### config.mk
export PLATFORM = sky130hd
export DESIGN_NAME = dmem_access_ctrl
export DESIGN_NICKNAME = d
export VERILOG_FILES = /design/src/rtl/dmem_access_ctrl.sv
export SDC_FILE = /design/constraint.sdc
export NUM_CORES = 1
export LEC_CHECK = 0
export BUFFER_PORTS_ARGS = -buffer_cell sky130_fd_sc_hd__buf_2
export CORE_ASPECT_RATIO = 2
export CORE_MARGIN = 4
export CORE_UTILIZATION = 51
export DETAILED_ROUTE_END_ITERATION = 8
export PLACE_DENSITY = 0.8
export SLEW_MARGIN = 40
export SYNTH_ARGS = -nofsm -noshare
export SYNTH_HDL_FRONTEND = slang
export SYNTH_SLANG_ARGS = --single-unit
### constraint.sdc
create_clock -name clk -period 2.7 [get_ports clk]
set_input_delay 0.405 -clock clk [delete_from_list [all_inputs] [get_ports clk]]
set_output_delay 0.405 -clock clk [all_outputs]
set_load 0.1 [all_outputs]
### src/rtl/dmem_access_ctrl.sv
// Load/store controller in front of a word-wide data RAM with async read and sync write.
// Sub-word stores are done as read-modify-write; every request gets one response pulse.
module dmem_access_ctrl #(
    parameter int unsigned ADDR_W    = 10,
    parameter logic [31:0] BASE_ADDR = 32'h0000_0000
) (
    input  logic              clk,
    input  logic              rst_n,
    input  logic              req_valid,
    output logic              req_ready,
    input  logic              req_we,
    input  logic [1:0]        req_size,
    input  logic              req_unsigned,
    input  logic [31:0]       req_addr,
    input  logic [31:0]       req_wdata,
    output logic              resp_valid,
    output logic [31:0]       resp_rdata,
    output logic              resp_err,
    output logic [ADDR_W-1:0] ram_addr,
    output logic [31:0]       ram_d,
    output logic              ram_we,
    input  logic [31:0]       ram_q
);

    localparam logic [1:0] IDLE   = 2'd0;
    localparam logic [1:0] ACCESS = 2'd1;
    localparam logic [1:0] MERGE  = 2'd2;
    localparam logic [1:0] RESP   = 2'd3;

    localparam logic [1:0] SZ_B = 2'd0;
    localparam logic [1:0] SZ_H = 2'd1;
    localparam logic [1:0] SZ_W = 2'd2;

    logic [1:0]        state_q, state_d;
    logic              we_q, we_d;
    logic [1:0]        size_q, size_d;
    logic              uns_q, uns_d;
    logic [1:0]        lane_q, lane_d;
    logic [31:0]       wdata_q, wdata_d;
    logic [ADDR_W-1:0] ram_addr_q, ram_addr_d;
    logic [31:0]       ram_d_q, ram_d_d;
    logic              ram_we_q, ram_we_d;
    logic [31:0]       rdata_q, rdata_d;
    logic              err_q, err_d;

    logic [31:0] off;
    logic        req_err;
    logic [31:0] lane_data;
    logic [31:0] load_val;
    logic [31:0] merged;

    // Addresses below BASE_ADDR wrap to huge offsets and fail the range check.
    assign off     = req_addr - BASE_ADDR;
    assign req_err = (req_size == 2'b11)
                   || ((req_size == SZ_H) && off[0])
                   || ((req_size == SZ_W) && (off[1:0] != 2'b00))
                   || ((off >> (ADDR_W + 2)) != 32'd0);

    assign lane_data = ram_q >> {lane_q, 3'b000};

    always_comb begin
        load_val = ram_q;
        case (size_q)
            SZ_B: load_val = uns_q ? {24'd0, lane_data[7:0]}
                                   : {{24{lane_data[7]}}, lane_data[7:0]};
            SZ_H: load_val = uns_q ? {16'd0, lane_data[15:0]}
                                   : {{16{lane_data[15]}}, lane_data[15:0]};
            default: load_val = ram_q;
        endcase
    end

    always_comb begin
        merged = ram_q;
        if (size_q == SZ_B) begin
            case (lane_q)
                2'd0: merged[7:0]   = wdata_q[7:0];
                2'd1: merged[15:8]  = wdata_q[7:0];
                2'd2: merged[23:16] = wdata_q[7:0];
                default: merged[31:24] = wdata_q[7:0];
            endcase
        end else if (lane_q[1]) begin
            merged[31:16] = wdata_q[15:0];
        end else begin
            merged[15:0] = wdata_q[15:0];
        end
    end

    always_comb begin
        state_d    = state_q;
        we_d       = we_q;
        size_d     = size_q;
        uns_d      = uns_q;
        lane_d     = lane_q;
        wdata_d    = wdata_q;
        ram_addr_d = ram_addr_q;
        ram_d_d    = ram_d_q;
        ram_we_d   = 1'b0;
        rdata_d    = rdata_q;
        err_d      = err_q;
        case (state_q)
            IDLE: begin
                if (req_valid) begin
                    we_d    = req_we;
                    size_d  = req_size;
                    uns_d   = req_unsigned;
                    lane_d  = off[1:0];
                    wdata_d = req_wdata;
                    if (req_err) begin
                        rdata_d = 32'd0;
                        err_d   = 1'b1;
                        state_d = RESP;
                    end else begin
                        ram_addr_d = off[ADDR_W+1:2];
                        state_d    = ACCESS;
                        if (req_we && (req_size == SZ_W)) begin
                            ram_we_d = 1'b1;
                            ram_d_d  = req_wdata;
                        end
                    end
                end
            end
            ACCESS: begin
                if (!we_q) begin
                    rdata_d = load_val;
                    err_d   = 1'b0;
                    state_d = RESP;
                end else if (size_q == SZ_W) begin
                    rdata_d = 32'd0;
                    err_d   = 1'b0;
                    state_d = RESP;
                end else begin
                    ram_d_d  = merged;
                    ram_we_d = 1'b1;
                    state_d  = MERGE;
                end
            end
            MERGE: begin
                rdata_d = 32'd0;
                err_d   = 1'b0;
                state_d = RESP;
            end
            default: state_d = IDLE;
        endcase
    end

    always_ff @(posedge clk or negedge rst_n) begin
        if (!rst_n) begin
            state_q    <= IDLE;
            we_q       <= 1'b0;
            size_q     <= 2'd0;
            uns_q      <= 1'b0;
            lane_q     <= 2'd0;
            wdata_q    <= 32'd0;
            ram_addr_q <= '0;
            ram_d_q    <= 32'd0;
            ram_we_q   <= 1'b0;
            rdata_q    <= 32'd0;
            err_q      <= 1'b0;
        end else begin
            state_q    <= state_d;
            we_q       <= we_d;
            size_q     <= size_d;
            uns_q      <= uns_d;
            lane_q     <= lane_d;
            wdata_q    <= wdata_d;
            ram_addr_q <= ram_addr_d;
            ram_d_q    <= ram_d_d;
            ram_we_q   <= ram_we_d;
            rdata_q    <= rdata_d;
            err_q      <= err_d;
        end
    end

    assign req_ready  = (state_q == IDLE);
    assign resp_valid = (state_q == RESP);
    assign resp_rdata = rdata_q;
    assign resp_err   = err_q;
    assign ram_addr   = ram_addr_q;
    assign ram_d      = ram_d_q;
    assign ram_we     = ram_we_q;

endmodule

==> metrics.cfg, run 1 <==
[status]
status=complete, no violations

[detailed_routing]
detail-route-antenna-nets=0
drt_pass1_iterations=6
top_layer_used=met4
num_vias=4735
drt-total-wl_um=16000
drc=0
dr_wl_met2_um=8650
wl_met1_um=5820
drt_iter0_drc=412
wire_per_inst_um=19.7
wl_met3_um=922
routed_via_density=5.86

[layout]
area_delta_synth_final_pct=23.9
ff_latch_area_um2=2500
drive_above_1_share_pct=41.7
nNetsFinal=771
multi_input_area_um2=2800
fillers=862
final_common_cell=buf_2
final_cell_mix=buf_2, dfrtp_1, mux2_2, a22o_1, nand2_1

[synthesis]
synth_nets=603
syn_inst=496
synth_area_leaders=dfrtp_1, mux2_2, a22o_1
synth_xor_area_share_pct=0.159
syn-cell-area_um2=5500
yosys.area.top_type_share_pct=45.5
yosys.area.top_type=dfrtp_1
synth-seq-area-share_pct=45.5
synth_top_family_by_area=multiplexers
synthAdderAreaFrac_pct=0.910
synthSimpleGateAreaFrac_pct=9.44
synth.avg_cell_area_um2=11.1
synth-edff-count=0
synth_async_sr_flop_share_pct=100
synthDistinctLibCells=50
synthMuxAreaShare_pct=22.8
ys_ff_latch=100
synth_compound_area_share_pct=17.2
ys_warn_count=0
ys.flop_type=dfrtp_1

[sta]
fmax_mhz=416
final_max_slew_viol_count=0
tightestPinTransition_ns=0.612
setup_viol=0
finClkSkew_ns=0.00437
relSlewSlack_pct=58.9
fin_crit_ns=2.40
rsz0062_at_grt=false
fin_crit_sh_pct=89.0
hold_viol=0
fin_tns_setup_ns=0

[worst_setup_path]
cp.required_ns=2.93
reg2reg_from=state_q[0]$_DFFE_PN0N_
end_kind=register
r2r_setup_slack_ns=0.30
rr_worst_depth=8
crit_path_start_kind=register
critPathArrivalTime_ns=2.64
crit_path_start=state_q[0]$_DFFE_PN0N_
cp_max_fo=18
r2r-end=ram_d[29]$_DFFE_PN0P_
worstSetupEndpoint=ram_d[29]$_DFFE_PN0P_
path_class=register to register

[clock_tree]
cts_max_path_buffers=2
root_buffer=clkbuf_16
clk_pin_slew_ns=0.07
postCtsSetupBuffers=0
cts_resized=0
cts_buffers=9
cts_tree=yes
htreeDepth=3
clk-insertion-delay-late_ns=0.34
cts_hold_buf=0
cts_sinks=100

[flow_run]
timing.max_cap.violations=0

[die]
core_area_um2=10500
io_pins=181
dieArea_um2=12600
die_h_um=155
row_count=53
initial_utilization_pct=52.1
dieWidth_um=81.4

[global_route]
antenna_found_initial=1
grt_overflow=0
grt_pass1_vias=4794
grt_pass1_wl_um=25100
grt.total_usage_pct=26.0
grt_max_degree=64

[worst_hold_path]
hp-class=primary input to async pin

[place]
port_buffers=180
dp_hpwl_um=12500
place.gp.congestion=1.02

[worst min path at each step]
stage	startpoint	end	slack [ns]
floorplan	rst_n	lane_q[0]$_DFFE_PN0P_	0.11
global placement	rst_n	resp_rdata[23]$_DFFE_PN0P_	0.40
detailed placement	rst_n	resp_rdata[23]$_DFFE_PN0P_	0.40
CTS	rst_n	resp_rdata[23]$_DFFE_PN0P_	0.03
global route	rst_n	resp_rdata[23]$_DFFE_PN0P_	0.06
finish	rst_n	resp_rdata[23]$_DFFE_PN0P_	0.02
[state kept, by name, summed over array words and instances (netlist names)]
name / count
ram_we: 1
we_q: 1
wdata_q: 16
state_q: 2
ram_addr: 10
ram_d: 32
resp_err: 1
lane_q: 2
resp_rdata: 32
size_q: 2
uns_q: 1
[cells in the mapped netlist, types with 2 or more instances]
cell type / number
ha_1: 4
buf_2: 10
inv_1: 6
mux2_2: 56
o21ai_1: 3
nor4_1: 3
nand2b_1: 9
buf_6: 5
nor4_2: 2
a21oi_1: 27
mux2_1: 21
nor3_1: 2
a21o_1: 8
a32o_1: 7
a22o_1: 48
o21ai_0: 19
mux2i_1: 35
dfrtp_1: 100
nand2_1: 45
clkbuf_1: 20
nor2_1: 29
a211o_1: 2
a22oi_1: 8
[critical path, stage by stage, from the launching register on]
cell     delay [ns]
dfrtp_1        0.39
inv_1          0.09
ha_2           0.24
and2_1         0.19
nand4_1        0.19
nor3_2         0.08
o22ai_4        0.48
buf_8          0.26
mux2_2         0.35
[area by class of cell]
cell class                 instances  area share [%]
multi-input combinational        353            41.0
sequential                       100            36.7
timing repair buffer             193            15.0
clock buffer                      14            4.02
tap                              137            2.52
inverter                           7           0.386
clock inverter                     2           0.239
antenna                            2          0.0735
[stage by stage]
| stage | setup WS (ns) | area [um^2] | std cells | hold WS, ns | util [%] |
|---|---|---|---|---|---|
| floorplan | 0.226 | 5500 | 496 | 0.109 | - |
| global placement | 0.239 | 6500 | 789 | 0.398 | 61.7 |
| detailed placement | 0.298 | 6520 | 790 | 0.399 | 61.8 |
| CTS | 0.286 | 6810 | 806 | 0.0316 | 64.6 |
| global route | 0.154 | 6810 | 807 | 0.0642 | 64.6 |
| finish | 0.296 | 6810 | 808 | 0.0200 | 64.6 |
[cell families after synthesis]
group | count (synthesis)
buf+inv | 43
compound gates | 129
xor+xnor | 1
simple gates | 105
flops | 100
mux | 114
fa+ha+maj | 4
[layer usage]
metal	track usage [%]	vias up
met5	0	-
met2	45.1	206
met4	11.0	0
met1	31.0	2326
met3	4.14	39
li1	-	2164
Power of run 1 is left out: the tool's default activity adds up to more than one toggle a clock period on the data nets, which glitch-free logic cannot reach.
==> run 2: changes to the inputs <==
--- a/config.mk
+++ b/config.mk
@@ -5,12 +5,14 @@
 export SDC_FILE = /design/constraint.sdc
 export NUM_CORES = 1
 export LEC_CHECK = 0
+export ABC_AREA = 1
 export BUFFER_PORTS_ARGS = -buffer_cell sky130_fd_sc_hd__buf_2
 export CORE_ASPECT_RATIO = 2
 export CORE_MARGIN = 4
-export CORE_UTILIZATION = 51
+export CORE_UTILIZATION = 54
+export CTS_BUF_LIST = sky130_fd_sc_hd__clkbuf_4
 export DETAILED_ROUTE_END_ITERATION = 8
-export PLACE_DENSITY = 0.8
+export PLACE_DENSITY = 0.83
 export SLEW_MARGIN = 40
 export SYNTH_ARGS = -nofsm -noshare
 export SYNTH_HDL_FRONTEND = slang
==> metrics.cfg, run 2 <==
[sta]
fin_tns_setup_ns=0  ; unchanged
fin_crit_ns=2.32  ; -0.0840 ns
tightestPinTransition_ns=0.771  ; +0.159 ns
setup_ws_ns=0.380  ; +0.0840 ns
relSlewSlack_pct=48.6  ; -10 points
final_max_slew_viol_count=0  ; unchanged
fmax_mhz=431  ; +3.6%
setup_viol=0  ; unchanged
hold_viol=0  ; unchanged
finClkSkew_ns=0.0215  ; +0.0171 ns
fin_crit_sh_pct=85.9  ; -3.1 points
rsz0062_at_grt=false

[die]
dieArea_um2=13500  ; +7.4%
core_area_um2=11400  ; +7.7%
die_h_um=161  ; +3.7%
dieWidth_um=84.3  ; +3.6%
row_count=55  ; +3.8%
io_pins=181  ; unchanged
initial_utilization_pct=55.4  ; +3.3 points

[power_and_ir_drop]
sequentialPowerShare_pct=25.2
p_clk_share_pct=7.6
power.share.switching_pct=63.3
powerDensity_nw_per_um2=1340
p_sw_mw=6.23
p_comb_share_pct=67.3
leakage_nw=4.18
power.total_mw=9.83
p_int_mw=3.60
peakVddDrop_v=0.00109

[status]
status=complete, no violations

[worst_setup_path]
path_class=register to output pin
cp_slowest_cell=buf_2
end_kind=output pin
critPathArrivalTime_ns=1.91  ; -0.73 ns
cp_max_fo=6  ; -12
crit_chain=inv_1, ha_1, buf_2
cp.required_ns=2.30  ; -0.63 ns
max_stage_delay_ns=0.51  ; +0.03 ns
crit_path_start_kind=register

[detailed_routing]
drt-total-wl_um=19400  ; +22%
detail-route-antenna-nets=0  ; unchanged
routed_via_density=5.42  ; -7.5%
num_vias=6625  ; +40%
wire_per_inst_um=15.9  ; -19%
drt_iter0_drc=473  ; +15%
drc=0  ; unchanged
drt_pass1_iterations=5  ; -1

[clock_tree]
postCtsSetupBuffers=0  ; unchanged
htreeDepth=3  ; unchanged
root_buffer=clkbuf_4
cts_buffers=9  ; unchanged
cts_tree=yes
clk-insertion-delay-late_ns=0.47  ; +0.13 ns
cts_sinks=100  ; unchanged
clk_pin_slew_ns=0.16  ; +0.09 ns
cts_max_path_buffers=2  ; unchanged

[synthesis]
synth-edff-count=0  ; unchanged
synthDistinctLibCells=32  ; -36%
synthMuxAreaShare_pct=0.179  ; -23 points
yosys.area.top_type=dfrtp_1
synthMostInstantiatedCell=nand2_1
synth-seq-area-share_pct=39.8  ; -5.7 points
ys_ff_latch=100  ; unchanged
synth_nets=1029  ; +71%
synth_compound_area_share_pct=11.3  ; -5.9 points
synth_xor_area_share_pct=0  ; -0.16 points
synth_commonest_cells=nand2_1, dfrtp_1, nand3_1, nor2_1, inv_1
synthAdderAreaFrac_pct=0.796  ; -0.11 points
synthSimpleGateAreaFrac_pct=39.7  ; +30 points
synth_async_sr_flop_share_pct=100  ; unchanged
yosys.area.top_type_share_pct=39.8  ; -5.7 points
ys_warn_count=0  ; unchanged
syn_inst=922  ; +86%
synth_area_leaders=dfrtp_1, nand2_1, nand3_1
ys.flop_type=dfrtp_1
synth.avg_cell_area_um2=6.82  ; -38%
syn-cell-area_um2=6290  ; +14%
synth_top_family_by_area=simple AND/OR/NAND/NOR gates

[place]
place_ws_ns=0.212  ; -0.0857 ns
dp_hpwl_um=15100  ; +21%
place.gp.congestion=0.928  ; -9.3%
port_buffers=180  ; unchanged

[global_route]
grt.total_usage_pct=28.4  ; +2.4 points
grt_overflow=0  ; unchanged
grt_pass1_wl_um=31000  ; +24%
grt_max_degree=64  ; unchanged
grt_pass1_vias=6262  ; +31%
antenna_found_initial=2  ; +1

[flow_run]
timing.max_cap.violations=0  ; unchanged

[layout]
utilization_pct=64.6  ; about the same
final_cell_mix=nand2_1, buf_2, dfrtp_1, nand3_1, nor2_1
area_delta_synth_final_pct=16.7
nNetsFinal=1180  ; +53%
drive_above_1_share_pct=24.1  ; -18 points
final_common_cell=nand2_1

[worst_hold_path]
hp-class=primary input to register

-- run 2: changes by cell type after synthesis, moves of 21 or more --
| cell | change |
|---|---|
| mux2_2 | -55 |
| a31oi_1 | +24 |
| nand4_1 | +23 |
| mux2_1 | -21 |
| mux2i_1 | -35 |
| o21ai_1 | +21 |
| a22o_1 | -48 |
| inv_1 | +39 |
| nor2_1 | +31 |
| nand3_1 | +96 |
| nand2_1 | +339 |
-- run 2: cells by family (layout without fill, tap and decap cells) --
group	Yosys count	count (layout)
simple gates	587	587
compound gates	119	119
buf+inv	111	267
flops	100	100
fa+ha+maj	4	4
mux	1	1
other cells	0	2
-- run 2: critical path, delay by kind of cell, from the launching register on --
family / cells / cell delay [ns]
buffers and inverters: 2 / 0.62
adder cells (fa/ha/maj): 1 / 0.38
flip-flops: 1 / 0.44
-- run 2: layout make-up --
type                       count  area (um^2)
fill                        1121         4020
multi-input combinational    711         3280
sequential                   100         2500
timing repair buffer         193         1030
inverter                      58          220
tap                          142          178
clock buffer                   9         67.6
clock inverter                 7         57.6
antenna                        2         5.00
-- run 2: power groups by stage --
| stage | clock network [mW] | registers (mW) | logic (mW) |
|---|---|---|---|
| 6_report | 0.743 | 2.47 | 6.61 |
| 4_1_cts | 0.761 | 2.46 | 6.60 |
| 3_5_place_dp | 0 | 2.48 | 6.59 |
| 2_1_floorplan | 0 | 4.65 | 3.23 |
| 5_1_grt | 0.813 | 2.54 | 7.11 |
| 3_3_place_gp | 0 | 2.48 | 6.49 |
-- run 2: path summary, 6_finish.rpt --
path	startpoint	endpoint	slack, ns	cells past startpoint
max in group asynchronous	rst_n	wdata_q[14]$_DFFE_PN0P_	1.58	3
worst min-delay path	req_addr[7]	ram_addr[5]$_DFFE_PN0P_	0.11	3
worst max register to register	state_q[0]$_DFFE_PN0N_	resp_rdata[3]$_DFFE_PN0P_	0.46	10
min in group asynchronous	rst_n	ram_we$_DFF_PN0_	0.41	2
worst min register to register	ram_d[24]$_DFFE_PN0P_	ram_d[24]$_DFFE_PN0P_	0.49	2
worst max-delay path	state_q[0]$_DFFE_PN0N_	req_ready	0.38	3
-- run 2: repair_timing --
item,CTS,global route
endpoints found under the hold margin,37,0
setup endpoints to repair,0,6
hold buffers,1,0
resized for setup,0,1
-- run 2: stage by stage --
stage	instances	area [um^2]	hold WS, ns
6_report	1222	7340	0.113
5_1_grt	1222	7340	0.120
4_1_cts	1220	7330	0.102
3_5_place_dp	1203	7190	0.404
3_3_place_gp	1203	7190	0.392
2_1_floorplan	922	6290	0.109
-- run 2: layer usage --
metal  global-route usage (%)  part of all wire (%)  up-vias
li1                         -                     -     3282
met1                     31.9                    35     2968
met2                     49.2                    51      295
met3                     4.11                   6.3       80
met4                     18.8                   7.3        0
met5                        0                     0        -
Power figures use the tool's default switching activity.
==> run 3: changes to the inputs <==
--- a/config.mk
+++ b/config.mk
@@ -7,12 +7,14 @@
 export LEC_CHECK = 0
 export ABC_AREA = 1
 export BUFFER_PORTS_ARGS = -buffer_cell sky130_fd_sc_hd__buf_2
+export CELL_PAD_IN_SITES_DETAIL_PLACEMENT = 1
+export CELL_PAD_IN_SITES_GLOBAL_PLACEMENT = 2
 export CORE_ASPECT_RATIO = 2
 export CORE_MARGIN = 4
-export CORE_UTILIZATION = 54
+export CORE_UTILIZATION = 29
 export CTS_BUF_LIST = sky130_fd_sc_hd__clkbuf_4
 export DETAILED_ROUTE_END_ITERATION = 8
-export PLACE_DENSITY = 0.83
+export PLACE_DENSITY_LB_ADDON = 0.1
 export SLEW_MARGIN = 40
 export SYNTH_ARGS = -nofsm -noshare
 export SYNTH_HDL_FRONTEND = slang
==> metrics.cfg, run 3 (same netlist as run 2, synthesis figures left out) <==
[detailed_routing]
drc=0  ; unchanged
wl_met1_um=9910  ; +44%
drt_iter0_drc=246  ; -48%
detail-route-antenna-nets=0  ; unchanged
wl_met3_um=1040  ; -15%
num_vias=6667  ; +0.63%
drt-total-wl_um=25500  ; +32%
routed_via_density=4.88  ; -10%
drt_pass1_iterations=4  ; -1
top_layer_used=met4
wire_per_inst_um=18.7  ; +18%
dr_wl_met2_um=14000  ; +41%

[die]
io_pins=181  ; unchanged
initial_utilization_pct=29.3  ; -26 points
row_count=76  ; +38%
dieWidth_um=112  ; +33%
dieArea_um2=24300  ; +79%
die_h_um=216  ; +35%
core_area_um2=21500  ; +89%

[power_and_ir_drop]
sequentialPowerShare_pct=24.3  ; -0.9 points
p_comb_share_pct=67.7  ; +0.4 points
p_clk_share_pct=8.1  ; +0.5 points
p_sw_mw=6.52  ; +4.7%
p_int_mw=3.87  ; +7.4%
power.share.switching_pct=62.8  ; -0.59 points
powerDensity_nw_per_um2=1360  ; +1.2%
leakage_nw=4.26  ; +2.0%
peakVddDrop_v=0.000630  ; -42%

[global_route]
grt_pass1_vias=6941  ; +11%
grt.total_usage_pct=21.2  ; -7.2 points
antenna_found_initial=1  ; -1
grt_pass1_wl_um=39900  ; +29%
grt_max_degree=44  ; -31%
grt_overflow=0  ; unchanged

[layout]
final_area_um2=7670  ; +4.5%
area_delta_synth_final_pct=21.9
final_cell_mix=nand2_1, buf_2, dfrtp_1, nand3_1, nor2_1
nNetsFinal=1195  ; +1.3%
utilization_pct=35.7  ; -29 points
stdcell_count=1367  ; +12%
final_common_cell=nand2_1
drive_above_1_share_pct=25.1  ; +0.95 points

[place]
dp_cells=1349  ; +12%
place.gp.congestion=0.845  ; -8.9%
dpl-instance-area_um2=7520  ; +4.5%
port_buffers=180  ; unchanged
dp_hpwl_um=20300  ; +35%

[sta]
fmax_mhz=421  ; -2.3%
rsz0062_at_grt=false
hold_viol=0  ; unchanged
fin_crit_sh_pct=88.0  ; +2.1 points
finClkSkew_ns=0.0161  ; -0.00540 ns
setup_viol=0  ; unchanged
whs_ns=0.0542  ; -0.0583 ns
final_max_slew_viol_count=0  ; unchanged
fin_crit_ns=2.38  ; +0.0555 ns
fin_tns_setup_ns=0  ; unchanged
tightestPinTransition_ns=0.551  ; -0.220 ns
relSlewSlack_pct=63.2  ; +15 points

[worst_setup_path]
crit_chain=inv_1, ha_1, buf_4, buf_2
r2r-end=ram_d[18]$_DFFE_PN0P_
cp.required_ns=2.30  ; about the same
max_stage_delay_ns=0.43  ; -0.08 ns
crit_path_start=state_q[0]$_DFFE_PN0N_
reg2reg_from=state_q[0]$_DFFE_PN0N_
crit_path_start_kind=register
r2r_setup_slack_ns=0.60  ; +0.14 ns
path_class=register to output pin
worstSetupEndpoint=req_ready
rr_worst_depth=10  ; unchanged
cp_max_fo=4  ; -2
end_kind=output pin
critPathArrivalTime_ns=1.97  ; +0.06 ns
cp_slowest_cell=dfrtp_1

[clock_tree]
cts_tree=yes
cts_max_path_buffers=2  ; unchanged
htreeDepth=3  ; unchanged
cts_resized=0  ; unchanged
root_buffer=clkbuf_4
cts_sinks=100  ; unchanged
cts_buffers=9  ; unchanged
clk_pin_slew_ns=0.16  ; about the same
clk-insertion-delay-late_ns=0.53  ; +0.06 ns

[status]
status=complete, no violations

[worst_hold_path]
hp-class=primary input to register

[flow_run]
timing.max_cap.violations=0  ; unchanged

[run 3: worst min path at each step]
stage / from / to / cells after the start
after floorplan: rst_n / lane_q[0]$_DFFE_PN0P_ / 0
after global placement: rst_n / ram_d[5]$_DFFE_PN0P_ / 1
after detailed placement: rst_n / ram_d[5]$_DFFE_PN0P_ / 1
after CTS: req_addr[2] / ram_addr[0]$_DFFE_PN0P_ / 3
after global routing: req_addr[2] / ram_addr[0]$_DFFE_PN0P_ / 3
final: req_addr[8] / ram_addr[6]$_DFFE_PN0P_ / 3
[run 3: power groups by stage]
stage,combinational [mW],clock (mW),sequential (mW)
after global placement,7.08,0,2.56
after detailed placement,7.13,0,2.56
after floorplan,3.23,0,4.65
final,7.03,0.838,2.52
after CTS,7.14,0.877,2.54
after global routing,7.63,0.932,2.60
[run 3: through the flow]
step	worst slack, ns	power, mW
3_5_place_dp	0.577	9.69
6_report	0.325	10.4
5_1_grt	0.209	11.2
4_1_cts	0.249	10.6
3_3_place_gp	0.544	9.64
2_1_floorplan	0.136	7.89
[run 3: cell type report]
cell class	instances	area, um^2
inverter	58	220
sequential	100	2500
tap	273	342
clock buffer	9	67.6
antenna	1	2.50
fill	2841	13800
timing repair buffer	208	1190
clock inverter	7	66.3
multi-input combinational	711	3270
[run 3: critical path, delay by kind of cell, from the launching register on]
kind,cells,cell delay (ns)
DFF,1,0.43
adders and majority gates,1,0.27
buffers and inverters,3,0.74
[run 3: what timing repair did]
action                    in CTS  in global routing
buffers inserted               0                  0
hold buffers                   1                  0
hold endpoints to repair      35                  0
[run 3: routing by layer]
layer	global-route usage, %	vias to the layer above
met5	0	-
met4	6.94	0
met3	3.46	27
met2	40.0	148
met1	23.8	3190
li1	-	3302
